===== src/rtl/mux_gate_arbiter.sv =====
// -----------------------------------------------------------------------------
// mux_gate_arbiter
//
// Shares one W-bit bitwise logic unit among NREQ requesters. Every result bit
// comes from a 2:1 mux cell selected by the matching bit of operand A. A
// round-robin arbiter grants at most one request per cycle. The registered
// result goes back over a valid/ready response channel, tagged with the
// requester ID.
//
// Ports
//   clk        in   1       rising-edge clock
//   rst_n      in   1       asynchronous active-low reset
//   req_valid  in   NREQ    request pending, one bit per requester
//   req_ready  out  NREQ    grant, one-hot or zero
//   req_op     in   3*NREQ  opcode of requester i at [3i+2:3i]
//   req_a      in   W*NREQ  operand A of requester i at [Wi+W-1:Wi]
//   req_b      in   W*NREQ  operand B of requester i (ignored for NOT)
//   rsp_valid  out  1       response holds a result
//   rsp_ready  in   1       consumer accepts the response
//   rsp_id     out  IDW     requester that owns rsp_data
//   rsp_data   out  W       result
//   rsp_err    out  1       the opcode was illegal
// -----------------------------------------------------------------------------
module mux_gate_arbiter #(
   parameter int NREQ = 4,
   parameter int W    = 8,
   parameter int IDW  = 2
) (
   input  logic              clk,
   input  logic              rst_n,
   input  logic [NREQ-1:0]   req_valid,
   output logic [NREQ-1:0]   req_ready,
   input  logic [3*NREQ-1:0] req_op,
   input  logic [W*NREQ-1:0] req_a,
   input  logic [W*NREQ-1:0] req_b,
   output logic              rsp_valid,
   input  logic              rsp_ready,
   output logic [IDW-1:0]    rsp_id,
   output logic [W-1:0]      rsp_data,
   output logic              rsp_err
);

   typedef enum logic [2:0] {
      OP_NOT  = 3'd0,
      OP_AND  = 3'd1,
      OP_OR   = 3'd2,
      OP_NAND = 3'd3,
      OP_NOR  = 3'd4,
      OP_XOR  = 3'd5,
      OP_XNOR = 3'd6,
      OP_ILL  = 3'd7
   } op_e;

   // Mux-gate datapath: bit k = a[k] ? in1[k] : in0[k]. The opcode only
   // chooses which constants / B polarity feed the two mux inputs.
   function automatic logic [W-1:0] mux_gate(input op_e op,
                                             input logic [W-1:0] a,
                                             input logic [W-1:0] b);
      logic [W-1:0] in0;
      logic [W-1:0] in1;
      logic [W-1:0] res;
      in0 = '0;
      in1 = '0;
      res = '0;
      case (op)
         OP_NOT:  begin in0 = '1; in1 = '0; end
         OP_AND:  begin in0 = '0; in1 = b;  end
         OP_OR:   begin in0 = b;  in1 = '1; end
         OP_NAND: begin in0 = '1; in1 = ~b; end
         OP_NOR:  begin in0 = ~b; in1 = '0; end
         OP_XOR:  begin in0 = b;  in1 = ~b; end
         OP_XNOR: begin in0 = ~b; in1 = b;  end
         default: begin in0 = '0; in1 = '0; end
      endcase
      for (int k = 0; k < W; k++) begin
         res[k] = a[k] ? in1[k] : in0[k];
      end
      return res;
   endfunction

   // Controller state {ptr, rsp_valid} plus the registered response.
   logic [IDW-1:0] ptr_q,       ptr_d;
   logic           rsp_valid_q, rsp_valid_d;
   logic [IDW-1:0] rsp_id_q,    rsp_id_d;
   logic [W-1:0]   rsp_data_q,  rsp_data_d;
   logic           rsp_err_q,   rsp_err_d;

   logic           free;
   logic           gnt_found;
   logic [IDW-1:0] gnt_idx;
   logic [2:0]     gnt_op;
   logic [W-1:0]   gnt_a;
   logic [W-1:0]   gnt_b;

   // Gated by rst_n so no grant is offered while reset is held.
   assign free = rst_n & (~rsp_valid_q | rsp_ready);

   // Round-robin search: pass 0 scans ptr..NREQ-1, pass 1 wraps to 0..ptr-1.
   // The first hit wins, which is the same as scanning ptr, ptr+1, ... mod NREQ.
   always_comb begin
      // NOTE: every output of a combinational block gets a default first, so no
      // path leaves it unassigned and no latch is inferred.
      gnt_found = 1'b0;
      gnt_idx   = '0;
      gnt_op    = '0;
      gnt_a     = '0;
      gnt_b     = '0;
      req_ready = '0;
      for (int pass = 0; pass < 2; pass++) begin
         for (int i = 0; i < NREQ; i++) begin
            if (!gnt_found && free && req_valid[i] &&
                ((pass == 0) == (i >= int'(ptr_q)))) begin
               gnt_found    = 1'b1;
               gnt_idx      = IDW'(i);
               gnt_op       = req_op[3*i +: 3];
               gnt_a        = req_a[W*i +: W];
               gnt_b        = req_b[W*i +: W];
               req_ready[i] = 1'b1;
            end
         end
      end
   end

   always_comb begin
      ptr_d       = ptr_q;
      rsp_valid_d = rsp_valid_q;
      rsp_id_d    = rsp_id_q;
      rsp_data_d  = rsp_data_q;
      rsp_err_d   = rsp_err_q;
      if (gnt_found) begin
         // A grant implies the slot is free, so a pending result is popped and
         // replaced on the same edge.
         rsp_valid_d = 1'b1;
         rsp_id_d    = gnt_idx;
         rsp_err_d   = (op_e'(gnt_op) == OP_ILL);
         rsp_data_d  = mux_gate(op_e'(gnt_op), gnt_a, gnt_b);
         ptr_d       = (gnt_idx == IDW'(NREQ - 1)) ? '0 : gnt_idx + 1'b1;
      end else if (rsp_ready) begin
         // Pop without refill: ID and data keep their last values.
         rsp_valid_d = 1'b0;
      end
   end

   // NOTE: state registers use non-blocking assignments only, so every flop
   // samples the pre-edge value of its _d input regardless of block order.
   // NOTE: the response payload is reset too, not just rsp_valid, because its
   // reset value of zero is visible on the outputs.
   always_ff @(posedge clk or negedge rst_n) begin
      if (!rst_n) begin
         ptr_q       <= '0;
         rsp_valid_q <= 1'b0;
         rsp_id_q    <= '0;
         rsp_data_q  <= '0;
         rsp_err_q   <= 1'b0;
      end else begin
         ptr_q       <= ptr_d;
         rsp_valid_q <= rsp_valid_d;
         rsp_id_q    <= rsp_id_d;
         rsp_data_q  <= rsp_data_d;
         rsp_err_q   <= rsp_err_d;
      end
   end

   assign rsp_valid = rsp_valid_q;
   assign rsp_id    = rsp_id_q;
   assign rsp_data  = rsp_data_q;
   assign rsp_err   = rsp_err_q;

endmodule


===== config.mk =====
export PLATFORM = sky130hd
export DESIGN_NAME = mux_gate_arbiter
export DESIGN_NICKNAME = d
export VERILOG_FILES = /design/src/rtl/mux_gate_arbiter.sv
export SDC_FILE = /design/constraint.sdc
export NUM_CORES = 1
export LEC_CHECK = 0
export ABC_AREA = 1
export CAP_MARGIN = 20
export CELL_PAD_IN_SITES_DETAIL_PLACEMENT = 1
export CELL_PAD_IN_SITES_GLOBAL_PLACEMENT = 2
export CORE_ASPECT_RATIO = 0.6
export CORE_UTILIZATION = 21
export CTS_BUF_LIST = sky130_fd_sc_hd__clkbuf_16
export DETAILED_ROUTE_END_ITERATION = 10
export PLACE_DENSITY_LB_ADDON = 0.3
export SYNTH_ARGS = -nofsm -noshare
export SYNTH_HDL_FRONTEND = slang
export SYNTH_SLANG_ARGS = --single-unit

===== constraint.sdc =====
create_clock -name clk -period 5 [get_ports clk]
set_input_delay 0.75 -clock clk [delete_from_list [all_inputs] [get_ports clk]]
set_output_delay 0.75 -clock clk [all_outputs]
set_load 0.05 [all_outputs]

# Yosys cells after proc, flatten, opt, wreduce, memory -nomap -nowiden
# Cells that the tools add are included.
[word_totals] input_bits=83 reg_bits=14
[op_classes] n_eq_ne=8 n_addsub=1 n_reduce_logical=32 n_lt_le_gt_ge=3 n_mux=53 bitwise=7
[op_table] op="$mux W8" n=14
[op_table] op="$pmux W8 S3" n=2
[op_table] op="$mux W1" n=24
[op_table] op="$mux W3" n=7
[op_table] op="$logic_and A1 B1 Y1" n=19
[op_table] op="$eq A3 B3 Y1 const B" n=4
[op_table] op="$mux W2" n=6
[op_table] op="$reduce_or A2 Y1" n=5
[op_table] op="$not A8 Y8" n=1
[op_table] op="$eq A3 B2 Y1 const B" n=2
[op_table] op="$logic_not A1 Y1" n=6
[op_table] op="$ge A1 B2 Y1 const A" n=2
[op_table] op="$not A1 Y1" n=4
[op_table] op="$eq A3 B1 Y1 const B" n=1
[op_table] op="$logic_not A3 Y1" n=1
[op_table] op="$add A2 B1 Y2 const B" n=1
[op_table] op="$eq A2 B2 Y1 const B" n=1
[op_table] op="$ge A2 B2 Y1 const A" n=1
[op_table] op="$reduce_bool A2 Y1" n=1
[op_table] op="$and A1 B1 Y1" n=1
[op_table] op="$or A1 B1 Y1" n=1

# Logic depth before layout (Yosys ltp)
[depth] depth_word=39 depth_mapped=18 ltp_nobuf=18

# Worst setup path before layout
# No wires, ideal clock.
[synth_timing] path_kind="input to output" start="in rsp_ready" end="out req_ready[2]" t_required_ps=4250 t_arrival_ps=2140 setup_slack_ps=2110 stages=9 path_cell_list="inv_1 -> nand2_2 -> nand3_1 -> nand3_2 -> nor2_2 -> nand4_1 -> buf_2 -> buf_2 -> nand2_1"
[synth_between] elab_chain_len=34 elab_cells_between_ends=35 cone_classes="mux: 8; bitwise: 2; reduce/logical: 25"
[synth_rtl] item="start: declaration" line_no="37" rtl="input logic rsp_ready,"
[synth_rtl] item="$or A1 B1 Y1 (*)" line_no="96" rtl="assign free = rst_n & (~rsp_valid_q | rsp_ready);"
[synth_rtl] item="$and A1 B1 Y1 (*)" line_no="96"
[synth_rtl] item="$logic_and A1 B1 Y1 (2 in series)" line_no="111" rtl="if (!gnt_found && free && req_valid[i] &&"
[synth_rtl] item="$mux W1" line_no="111"
[synth_rtl] item="$logic_not A1 Y1" line_no="111"
[synth_rtl] item="$logic_and A1 B1 Y1 (3 in series)" line_no="111"
[synth_rtl] item="$mux W1" line_no="111"
[synth_rtl] item="$logic_not A1 Y1" line_no="111"
[synth_rtl] item="[9 not listed]"
[synth_rtl] item="$logic_and A1 B1 Y1 (3 in series)" line_no="111"
[synth_rtl] item="$mux W1" line_no="111"
[synth_rtl] item="$logic_not A1 Y1" line_no="111"
[synth_rtl] item="$logic_and A1 B1 Y1 (3 in series)" line_no="111"
[synth_rtl] item="$mux W1" line_no="111"
[synth_rtl] item="$logic_not A1 Y1" line_no="111"
[synth_rtl] item="$logic_and A1 B1 Y1 (3 in series)" line_no="111"
[synth_rtl] item="$mux W1 (*)" line_no="111"
[synth_rtl] item="end: declaration" line_no="32" rtl="output logic [NREQ-1:0] req_ready,"
# Every way passes the cells marked *; elsewhere a longest branch is shown, timed or not.

# Final worst setup path
[layout_timing] start="in rst_n" end="out req_ready[0]"
[layout_between] elab_chain_len=23
[layout_rtl] item="start: declaration" line_no="30" rtl="input logic rst_n,"
[layout_rtl] item="$and A1 B1 Y1 (*)" line_no="96"
[layout_rtl] item="$logic_and A1 B1 Y1 (2 in series)" line_no="111"
[layout_rtl] item="$mux W1" line_no="111"
[layout_rtl] item="$logic_not A1 Y1" line_no="111"
[layout_rtl] item="$logic_and A1 B1 Y1 (3 in series)" line_no="111"
[layout_rtl] item="$mux W1" line_no="111"
[layout_rtl] item="$logic_not A1 Y1" line_no="111"
[layout_rtl] item="$logic_and A1 B1 Y1 (3 in series)" line_no="111"
[layout_rtl] item="$mux W1" line_no="111"
[layout_rtl] item="$logic_not A1 Y1" line_no="111"
[layout_rtl] item="$logic_and A1 B1 Y1 (2 in series)" line_no="111"
[layout_rtl] item="$mux W1" line_no="111"
[layout_rtl] item="$logic_not A1 Y1" line_no="111"
[layout_rtl] item="$logic_and A1 B1 Y1 (3 in series)" line_no="111"
[layout_rtl] item="$mux W1 (*)" line_no="111"
# Marks and branches as above.

==> impl_metrics.ini <==
[run_status]
status = finished, final reports clean

[routing]
drtIter0Drc = 85
antenna_left = 0
drt-total-wl_um = 10800
drc = 0
dr_total_vias = 3243
routed_via_density = 4.80
wl_per_cell_um = 16.0
first_pass_iters = 4

[worst_setup_path]
path_cells = clkdlybuf4s50_1 > nand3_1 > nand3_2 > nor2_2 > nand2_1 > nand2_1 > clkdlybuf4s50_1
critPathTopFamily = buffers and inverters
start_kind = input pin
max_stage_delay_ns = 0.82
criticalPathCategory = in -> out
cpMaxStageDelayCell = clkdlybuf4s50_1
worstPathRequired_ns = 4.25
worstSetupEndpointType = primary output
timing.critical_path.buf_inv = 2
cp_data_arrival_time_ns = 3.21
worst-path-max-fanout = 11
ff2ff_setup_slack_ns = 1.90

[global_routing]
overflow = 0
track_usage = 0.198
grt_use_met2 = 0.310
grt_first_pass_wirelength_um = 17800
antenna_found_initial = 0
grt.busiest_layer = met2
grt_max_degree = 22
use_met3 = 0.0194
grt_pass1_vias = 3442
use_met1 = 0.299

[floorplan]
chipWidth_um = 138
initial_utilization = 0.218
rows = 29
fp.dieH_um = 83.5
ios = 99
core_um2 = 10700
dieArea_um2 = 11500

[cells_and_area]
syn_to_final_growth_pct = 51.7
final_util = 0.330
fin_area_um2 = 3520
stdcell_count = 676
num_antenna_cells = 0
layout.nets = 622
drive_gt1_frac = 0.0857

[synth]
synth_top_area_share = 0.246
ys_seq_area_frac = 0.151
ys.flop_type = dfrtp_1
syn-instance-count = 444
ys_top_cells_by_count = 152 x nand2_1, 56 x nand3_1, 51 x inv_1
synth_top_area_cell = nand2_1
async_flop_share = 1.00
ys_ff_latch = 14
synth_cell_types = 27
synth.area.top_cells = nand2_1 25%, dfrtp_1 15%, nand3_1 12%
yosysMostFrequentCell = nand2_1
synth_nets = 528
synth_warnings = 0
syn_area_um2 = 2320
synth_edf_count = 0
syn_area_per_cell_um2 = 5.23

[clock_tree]
cts_hold_buf = 0
ctsRootBufferMaster = clkbuf_16
insertion_delay_ns = 0.24
clock_sinks = 14
clkTransAtPathRegs_ns = 0.05
post_cts_resized = 0
cts_setup_buffers = 0
cts_buffers = 3
clk_path_buf_depth = 2
h-tree-depth = 1
cts_tree = built

[place]
port_buffers = 98
gp_congestion = 0.810
dpl-instance-area_um2 = 3440
placed_cells = 672
dp_hpwl_um = 9030
post-place-ws_ns = 0.962

[pwr]
power_mw = 1.48
peakVddDrop_uv = 423
power_density_nw_per_um2 = 420
p_leak_nw = 1.68

[sta]
finalSetupViolCount = 0
rsz0062_at_grt = false
fin_hold_ws_ns = 0.478
skew_ns = 0.00116
worst_pin_slew_ns = 0.748
slew_headroom = 0.500
period_share = 0.792
hold_viol_final = 0
max_freq_mhz = 253
tns_ns = 0
slew_viol_final = 0
worst_slack_ns = 1.04
layout_min_cycle_time_ns = 3.96

[min_path]
hold_path.class = reg -> reg

[run]
drv_cap = 0
==> worst min-delay path, cell delays in order (launching register included) <==
cell and delay, ns:
dfrtp_1 0.34, nand2_1 0.05, nand2_1 0.05
==> cell type report <==
class / instances / area, µm²
clock buffers: 3 / 75.1
clock inverters: 1 / 3.75
fillers: 1443 / 7150
inverters: 54 / 203
multi-input cells: 361 / 1700
flip-flops and latches: 14 / 350
well taps: 139 / 174
repair buffers: 104 / 1020
==> report_power, final <==
group / internal [mW] / switching [mW] / leakage [nW]
clock: 0.106 / 0.0457 / 0.0385
sequential: 0.170 / 0.0424 / 0.170
combinational: 0.363 / 0.755 / 1.48
==> cell families after synthesis <==
| group | count (synthesis) | share of synthesized area |
|---|---|---|
| buf+inv | 69 | 0.119 |
| compound gates | 52 | 0.115 |
| flops | 14 | 0.151 |
| simple gates | 308 | 0.609 |
| fa+ha+maj | 1 | 0.00539 |
==> metal layers <==
| layer | vias to the layer above | wire length (µm) |
|---|---|---|
| met5 | - | 0 |
| met4 | 0 | 31 |
| met3 | 6 | 568 |
| met2 | 83 | 4660 |
| met1 | 1537 | 5580 |
| li1 | 1617 | - |
==> cells in the final DEF (no fill, tap or decap), types with 8 or more instances in the layout <==
cell and n:
o21ai_0 26, inv_1 51, nand4_1 19, nor2_1 47, nand2_1 152, buf_4 8, nor2_2 8, clkdlybuf4s50_1 96
dfrtp_1 14, a21oi_1 16, nand3_1 56
==> worst paths after layout <==
path / startpoint / endpoint / cells after the start
hold / removal: rsp_data[4] / rsp_data[4] / 2
hold reg to reg: rsp_data[4] / rsp_data[4] / 2
setup reg to reg: ptr_q[0] / rsp_data[7] / 13
min in group asynchronous: rst_n / rsp_id[0] / 2
setup / recovery: rst_n / req_ready[0] / 7
max in group asynchronous: rst_n / rsp_data[6] / 2
==> flip-flops by register name, indices dropped and copies added (netlist names) <==
signal,flops
rsp_err,1
rsp_data,8
rsp_id,2
ptr_q,2
rsp_valid,1
Note: power is estimated with default switching activity, not from simulation.
